## config.mk

```make
export PLATFORM = sky130hd
export DESIGN_NAME = mem_access_ctrl_flat
export DESIGN_NICKNAME = d
export VERILOG_FILES = /design/src/rtl/mem_access_ctrl_pkg.sv /design/src/rtl/mem_access_ctrl_if.sv /design/src/rtl/mem_access_ctrl_watchdog.sv /design/src/rtl/mem_access_ctrl.sv /design/src/flat_wrapper.sv
export SDC_FILE = /design/constraint.sdc
export NUM_CORES = 1
export LEC_CHECK = 0
export ABC_CLOCK_PERIOD_IN_PS = 3100
export CAP_MARGIN = 20
export CORE_UTILIZATION = 42
export DETAILED_ROUTE_END_ITERATION = 10
export GPL_TIMING_DRIVEN = 0
export PLACE_DENSITY = 0.8
export RECOVER_POWER = 100
export SLEW_MARGIN = 20
export SYNTH_ARGS = -nofsm -noshare
export SYNTH_HDL_FRONTEND = slang
export SYNTH_SLANG_ARGS = --single-unit
```

## constraint.sdc

```tcl
create_clock -name clk -period 3.1 [get_ports clk]
set_input_delay 0.775 -clock clk [delete_from_list [all_inputs] [get_ports clk]]
set_output_delay 0.775 -clock clk [all_outputs]
set_load 0.005 [all_outputs]
```

## src/rtl/mem_access_ctrl_pkg.sv

```systemverilog
// Shared types and constants for the MEM-stage access controller.
package mem_access_ctrl_pkg;

    localparam int DATA_W = 32;

    typedef enum logic [1:0] {
        IDLE = 2'd0,
        BUSY = 2'd1,
        DONE = 2'd2
    } state_t;

    // Control word that MEM/WB loads while the controller bubbles it.
    typedef struct packed {
        logic regwrite;
        logic memtoreg;
    } memwb_ctrl_t;

    localparam memwb_ctrl_t MEMWB_NOP = '{regwrite: 1'b0, memtoreg: 1'b0};

endpackage

```

## src/rtl/mem_access_ctrl_if.sv

```systemverilog
// Pipeline-side and data-memory-side signals of the MEM-stage controller.
interface mem_access_ctrl_if;
    import mem_access_ctrl_pkg::*;

    logic              memtoreg;
    logic              memwrite;
    logic [DATA_W-1:0] aluout;
    logic [DATA_W-1:0] writedata;
    logic              dmem_req;
    logic              dmem_we;
    logic [DATA_W-1:0] dmem_addr;
    logic [DATA_W-1:0] dmem_wdata;
    logic [DATA_W-1:0] dmem_rdata;
    logic              dmem_ack;
    logic [DATA_W-1:0] readdata;
    logic              stall;
    logic              bubble;
    logic              bus_error;

    modport master (
        input  memtoreg, memwrite, aluout, writedata, dmem_rdata, dmem_ack,
        output dmem_req, dmem_we, dmem_addr, dmem_wdata, readdata, stall, bubble, bus_error
    );

    modport slave (
        output memtoreg, memwrite, aluout, writedata, dmem_rdata, dmem_ack,
        input  dmem_req, dmem_we, dmem_addr, dmem_wdata, readdata, stall, bubble, bus_error
    );

endinterface

```

## src/rtl/mem_access_ctrl_watchdog.sv

```systemverilog
// Saturating BUSY-cycle counter that raises terminal once TIMEOUT-1 is reached.
module mem_watchdog #(
    parameter int TIMEOUT = 64,
    parameter int CNT_W   = 16
) (
    input  logic clk,
    input  logic reset,
    input  logic clear,
    input  logic enable,
    output logic terminal
);

    localparam logic [CNT_W-1:0] LAST = CNT_W'(TIMEOUT - 1);

    logic [CNT_W-1:0] count;

    // Holding at LAST keeps the count from ever wrapping.
    always_ff @(posedge clk) begin
        if (reset || clear) begin
            count <= '0;
        end else if (enable && (count != LAST)) begin
            count <= count + CNT_W'(1);
        end
    end

    assign terminal = (count == LAST);

endmodule

```

## src/rtl/mem_access_ctrl.sv

```systemverilog
// Sequences MEM-stage loads/stores against a req/ack data memory, stalling the pipeline meanwhile.
module mem_access_ctrl
    import mem_access_ctrl_pkg::*;
#(
    parameter int TIMEOUT = 64,
    parameter int CNT_W   = 16
) (
    input  logic              clk,
    input  logic              reset,
    mem_access_ctrl_if.master bus
);

    state_t            state_q, state_d;
    logic              memop;
    logic              wd_clear, wd_enable, wd_term;
    logic              req_q, we_q, err_q;
    logic [DATA_W-1:0] addr_q, wdata_q, rdata_q;

    assign memop = bus.memtoreg | bus.memwrite;

    mem_watchdog #(
        .TIMEOUT (TIMEOUT),
        .CNT_W   (CNT_W)
    ) u_watchdog (
        .clk      (clk),
        .reset    (reset),
        .clear    (wd_clear),
        .enable   (wd_enable),
        .terminal (wd_term)
    );

    always_ff @(posedge clk) begin
        if (reset) begin
            state_q <= IDLE;
        end else begin
            state_q <= state_d;
        end
    end

    always_comb begin
        state_d   = state_q;
        wd_clear  = 1'b0;
        wd_enable = 1'b0;
        case (state_q)
            IDLE: begin
                if (memop) begin
                    state_d  = BUSY;
                    wd_clear = 1'b1;
                end
            end
            BUSY: begin
                if (bus.dmem_ack || wd_term) begin
                    state_d = DONE;
                end else begin
                    wd_enable = 1'b1;
                end
            end
            DONE:    state_d = IDLE;
            default: state_d = IDLE;
        endcase
    end

    // A simultaneous load+store flag is issued as a store because we follows memwrite.
    always_ff @(posedge clk) begin
        if (reset) begin
            req_q   <= 1'b0;
            we_q    <= 1'b0;
            addr_q  <= '0;
            wdata_q <= '0;
            rdata_q <= '0;
            err_q   <= 1'b0;
        end else begin
            case (state_q)
                IDLE: begin
                    if (memop) begin
                        addr_q  <= bus.aluout;
                        wdata_q <= bus.writedata;
                        we_q    <= bus.memwrite;
                        req_q   <= 1'b1;
                    end
                end
                BUSY: begin
                    if (bus.dmem_ack) begin
                        if (!we_q) begin
                            rdata_q <= bus.dmem_rdata;
                        end
                        req_q <= 1'b0;
                    end else if (wd_term) begin
                        err_q   <= 1'b1;
                        rdata_q <= '0;
                        req_q   <= 1'b0;
                    end
                end
                default: begin
                end
            endcase
        end
    end

    assign bus.stall      = ((state_q == IDLE) && memop) || (state_q == BUSY);
    assign bus.bubble     = bus.stall;
    assign bus.dmem_req   = req_q;
    assign bus.dmem_we    = we_q;
    assign bus.dmem_addr  = addr_q;
    assign bus.dmem_wdata = wdata_q;
    assign bus.readdata   = rdata_q;
    assign bus.bus_error  = err_q;

endmodule

```

## src/flat_wrapper.sv

```systemverilog
// flat-port wrapper written by rule: the top's interface ports become plain ports
module mem_access_ctrl_flat import mem_access_ctrl_pkg::*;
#(
    parameter int TIMEOUT = 64,
    parameter int CNT_W   = 16
)
  (clk, reset, bus_memtoreg, bus_memwrite, bus_aluout, bus_writedata, bus_dmem_rdata, bus_dmem_ack, bus_dmem_req, bus_dmem_we, bus_dmem_addr, bus_dmem_wdata, bus_readdata, bus_stall, bus_bubble, bus_bus_error);
  mem_access_ctrl_if bus_i ();
  input  logic clk;
  input  logic reset;
  input wire logic [$bits(bus_i.memtoreg)-1:0] bus_memtoreg;
  input wire logic [$bits(bus_i.memwrite)-1:0] bus_memwrite;
  input wire logic [$bits(bus_i.aluout)-1:0] bus_aluout;
  input wire logic [$bits(bus_i.writedata)-1:0] bus_writedata;
  input wire logic [$bits(bus_i.dmem_rdata)-1:0] bus_dmem_rdata;
  input wire logic [$bits(bus_i.dmem_ack)-1:0] bus_dmem_ack;
  output wire logic [$bits(bus_i.dmem_req)-1:0] bus_dmem_req;
  output wire logic [$bits(bus_i.dmem_we)-1:0] bus_dmem_we;
  output wire logic [$bits(bus_i.dmem_addr)-1:0] bus_dmem_addr;
  output wire logic [$bits(bus_i.dmem_wdata)-1:0] bus_dmem_wdata;
  output wire logic [$bits(bus_i.readdata)-1:0] bus_readdata;
  output wire logic [$bits(bus_i.stall)-1:0] bus_stall;
  output wire logic [$bits(bus_i.bubble)-1:0] bus_bubble;
  output wire logic [$bits(bus_i.bus_error)-1:0] bus_bus_error;
  assign bus_i.memtoreg = bus_memtoreg;
  assign bus_i.memwrite = bus_memwrite;
  assign bus_i.aluout = bus_aluout;
  assign bus_i.writedata = bus_writedata;
  assign bus_i.dmem_rdata = bus_dmem_rdata;
  assign bus_i.dmem_ack = bus_dmem_ack;
  assign bus_dmem_req = bus_i.dmem_req;
  assign bus_dmem_we = bus_i.dmem_we;
  assign bus_dmem_addr = bus_i.dmem_addr;
  assign bus_dmem_wdata = bus_i.dmem_wdata;
  assign bus_readdata = bus_i.readdata;
  assign bus_stall = bus_i.stall;
  assign bus_bubble = bus_i.bubble;
  assign bus_bus_error = bus_i.bus_error;
  mem_access_ctrl #(.TIMEOUT(TIMEOUT), .CNT_W(CNT_W)) u_core (.clk(clk), .reset(reset), .bus(bus_i));
endmodule
```

-- Word-level counts from Yosys, hierarchy flattened
Index checks and enable logic that the tools add are counted.
- output and inout port bits: 101
- input bits: 101
- logic and storage cells: 45
- bits in registers: 117
- eq/ne operators: 7
- add/subtract/negate cells: 1
- muxes and demuxes: 14
- reductions and logical operators: 13
- bitwise operators: 2
- operators by type and width (cell ; number):
    2-to-1 mux 32 bit ; 3
    adder 16 x 1 -> 16 bit (second input constant) ; 1
    equality test 16 x 6 -> 1 bit (second input constant) ; 1
    inequality test 16 x 6 -> 1 bit (second input constant) ; 1
    AND reduction 3 bit ; 3
    2-to-1 mux 1 bit ; 7
    2-to-1 mux 2 bit ; 2
    inequality test 2 x 1 -> 1 bit (second input constant) ; 2
    case mux 2 bit (2 select lines) ; 1
    AND reduction 2 bit ; 2
    nonzero test 2 bit ; 2
    logical OR 1 bit ; 3
    inequality test 3 x 2 -> 1 bit (second input constant) ; 1
    equality test 2 x 1 -> 1 bit (second input constant) ; 1
    logical AND 1 bit ; 2
    logical NOT 2 bit ; 1
    inequality test 2 bit (second input constant) ; 1
    case mux 1 bit (2 select lines) ; 1
    NOT 1 bit ; 1
    OR 1 bit ; 1

-- Depth between registers and ports, before layout
- depth after elaboration: 5
- gate-level depth with buffers: 7
- gate-level depth less buffers: 5

-- Hierarchy
Synthesis repeated with hierarchy kept, for this count alone.
- cell total of the unflattened synthesis: 559
- area, all modules: 4987.3 sq um
- modules (own cells, without submodules) (module ; cells an instance ; times used ; area each (sq um) ; seq. area each (sq um)):
    mem_access_ctrl ; 461 ; 1 ; 4157.7 ; 2021.9
    mem_watchdog ; 98 ; 1 ; 829.5 ; 320.3

-- Worst setup path after synthesis
No wires, ideal clock.
- path kind: input -> output
- start point: input bus_memwrite
- end point: output bus_stall
- stages: 6
- buffers on the path: 3
- required time: 2325 ps
- slack: 348 ps
- arrival: 1977 ps
- cells stage by stage: or2_2 -> nand2_1 -> clkbuf_1 -> buf_1 -> nand2_1 -> buf_4
- longest elaborated chain between the ends: 3
- RTL lines (what ; RTL line ; RTL):
    start, declared ; flat_wrapper.sv:12 ; input wire logic [$bits(bus_i.memwrite)-1:0] bus_memwrite;
    OR 1 bit ; mem_access_ctrl.sv:19 ; assign memop = bus.memtoreg | bus.memwrite;
    logical AND 1 bit ; mem_access_ctrl.sv:100 ; assign bus.stall = ((state_q == IDLE) && memop) || (state_q == BUSY);
    logical OR 1 bit ; mem_access_ctrl.sv:100 ;
    end, declared ; flat_wrapper.sv:22 ; output wire logic [$bits(bus_i.stall)-1:0] bus_stall;
Every way passes these cells.

-- Final worst setup path
Same ends and word-level chain as after synthesis.

==> impl_metrics.json <==
{
  "initialDrtViolationCount": 256,
  "dp_hpwl_um": 10600,
  "die_area_um2": 11400,
  "relSlewSlack": 0.567,
  "worst_ir_drop_vdd_mv": 0.433,
  "critPathRequiredTime_ps": 2320,
  "grt-ovfl-total": 0,
  "synth_async_sr_flop_share": 0,
  "worst_setup_path_end_kind": "output port",
  "placed_cell_area_um2": 6770,
  "post-layout-total-power_uw": 4230,
  "core.rowCount": 37,
  "synth_nets": 656,
  "final-instance-count-excl-fill": 922,
  "detail_route.first_pass.iterations": 4,
  "nNetsFinal": 875,
  "syn-mean-instance-area_um2": 8.29,
  "initial_core_util": 0.439,
  "worst-path-max-fanout": 2,
  "setup_viol": 0,
  "static-leakage-power_uw": 0.00282,
  "antenna_violating_nets_left": 0,
  "hold_class": "reg -> reg",
  "initial_antenna_violation_count": 0,
  "list_of_most_frequent_post_synthesis_cells": "sky130_fd_sc_hd__nand2_1, sky130_fd_sc_hd__dfxtp_1, sky130_fd_sc_hd__a21oi_1",
  "syn_to_layout_area_delta_pct": 59.8,
  "tritoncts": "done",
  "drive_above_1_share": 0.0522,
  "syn_area_um2": 4590,
  "tritoncts.num_buffers": 17,
  "ranking_of_synthesized_cells_by_area": "sky130_fd_sc_hd__dfxtp_1, sky130_fd_sc_hd__a21oi_1, sky130_fd_sc_hd__nand2_1",
  "grt_pass1_vias": 4921,
  "cp_data_arrival_time_ps": 2290,
  "ys_seq_elements": 117,
  "power.density_cell_area_nw_per_um2": 576,
  "synth_sequential_area_ratio": 0.510,
  "cts-root-to-sink-buffers": 2,
  "hold_fails_final_rpt": 0,
  "via_per_inst": 5.36,
  "core_area_um2": 10500,
  "place_inst": 890,
  "final.period_utilization": 0.987,
  "portBuffers": 200,
  "final_slew_viol_count": 0,
  "yosysTopAreaCell": "sky130_fd_sc_hd__dfxtp_1",
  "fp.dieW_um": 107,
  "wire_per_inst_um": 15.7,
  "skew_ps": 11.8,
  "gp_routability_congestion": 0.807,
  "min_period_ps": 3060,
  "io-pin-count": 202,
  "pre_cts_slack_ps": -897,
  "clkTransAtPathRegs_ps": 60,
  "postLayoutCellArea_um2": 7340,
  "timing_worst_slew_pin_value_ps": 649,
  "synthesis.instances": 554,
  "final_routed_wirelength_across_all_metal_layers_um": 14400,
  "cap_violations": 0,
  "ys_dominant_reg_cell": "sky130_fd_sc_hd__dfxtp_1",
  "synthesis.yosys.warnings": 0,
  "vias": 4939,
  "grt_start_max_net_pins": 17,
  "grt_pass1_wl_um": 23400,
  "tritoncts_num_sinks": 117,
  "htreeDepth": 4,
  "worst_slack_ps": 39.8,
  "outcome": "completed",
  "grt_setup_unrepaired": "false",
  "die_h_um": 107,
  "cts_hold_repair.buffers": 0,
  "globalRouteTotalUtil": 0.258,
  "yosys.cell_types.count": 32,
  "setup.worst_path.class": "in -> out",
  "yosys.cell_count.top_type": "sky130_fd_sc_hd__nand2_1",
  "synth_largest_type_area_fraction": 0.510,
  "clock_insertion_delay_at_the_later_pin_of_the_skew_report_ps": 510,
  "critPathLaunchType": "input port",
  "post-route-drc-count": 0,
  "clk_root_buffer_cell": "sky130_fd_sc_hd__clkbuf_8",
  "edff_count_synth": 0,
  "number_of_filler_cells_placed_in_the_layout": 868,
  "fmaxAchievable_mhz": 327,
  "num_antenna_cells": 0
}
[per-layer routing]
layer | vias to the layer above | GRT usage | routed length, um
met5 | - | 0 | 0
met4 | 0 | 0.0920 | 316
met3 | 23 | 0.0815 | 1010
met2 | 179 | 0.455 | 7430
met1 | 2319 | 0.290 | 5690
li1 | 2418 | - | -
[cells by family (layout without fill, tap and decap cells)]
kind of cell,count (synthesis),count (layout),share of synthesized area
AO/OA/AOI/OAI,197,197,0.260
adder cells (fa/ha/maj),1,1,0.00272
buffers and inverters,53,285,0.0479
flip-flops,117,117,0.510
AND/OR/NAND/NOR,186,186,0.180
[placed cells by master, fill, tap and decap left out, drive strengths merged, types with 6 or more instances in the layout]
master	n
clkdlybuf4s50	100
nand2	136
a22oi	33
o31ai	7
dfxtp	117
o211ai	32
o21ai	7
or3	6
inv	8
nor2	7
clkbuf	60
or4	7
nand4	6
buf	8
a21oi	113
dlygate4sd3	100
[worst paths after layout]
| path | from | endpoint | slack [ps] | depth (start not counted) |
|---|---|---|---|---|
| setup / recovery | bus_memwrite | bus_stall | 40 | 7 |
| hold / removal | u_core.bus.dmem_wdata[14] | u_core.bus.dmem_wdata[14] | 450 | 2 |
| setup reg to reg | u_core.u_watchdog.count[5] | u_core.u_watchdog.count[5] | 660 | 6 |
| hold reg to reg | u_core.bus.dmem_wdata[14] | u_core.bus.dmem_wdata[14] | 450 | 2 |
[worst max-delay path, cell delays in order]
cell and delay (ps):
sky130_fd_sc_hd__clkdlybuf4s50_1 430, sky130_fd_sc_hd__or2_4 270, sky130_fd_sc_hd__nand2_4 80, sky130_fd_sc_hd__buf_6 100, sky130_fd_sc_hd__nand2_1 60, sky130_fd_sc_hd__buf_4 130
sky130_fd_sc_hd__clkdlybuf4s50_1 430
[sequential cells by signal, indices dropped and copies added (netlist names)]
name	flops
u_core.bus.dmem_wdata	32
u_core.state_q	2
u_core.bus.bus_error	1
u_core.bus.dmem_addr	32
u_core.bus.dmem_req	1
u_core.bus.readdata	32
u_core.bus.dmem_we	1
u_core.u_watchdog.count	16
[stage by stage]
step                 util  setup TNS, ps  hold slack (ps)
detailed placement  0.647          -1680              448
global route        0.702              0              469
CTS                 0.703              0              456
finish              0.702              0              451
global placement    0.647          -1620              442
floorplan               -              0              453
[report_power, final]
| group | internal (uW) | leakage, uW | switching, uW |
|---|---|---|---|
| registers | 1620 | 0.000958 | 64.8 |
| logic | 378 | 0.00160 | 334 |
| clock network | 1080 | 0.000266 | 747 |
| total | 3080 | 0.00282 | 1150 |
[final cells by class]
cell class	instances	area (um2)	area share
Tap cell	136	170	0.0232
Clock buffer	17	414	0.0564
Buffer	49	214	0.0291
Clock inverter	15	149	0.0203
Inverter	2	7.51	0.00102
Timing Repair Buffer	202	2010	0.274
Multi-Input combinational cell	384	2030	0.277
Sequential cell	117	2340	0.319
[what timing repair did]
action                                 CTS  global route
gates resized for setup                  7             2
endpoints found under the hold margin    0             0
buffers inserted                         2             0
setup endpoints to repair                2             1
(Power assumes the default switching activity.)
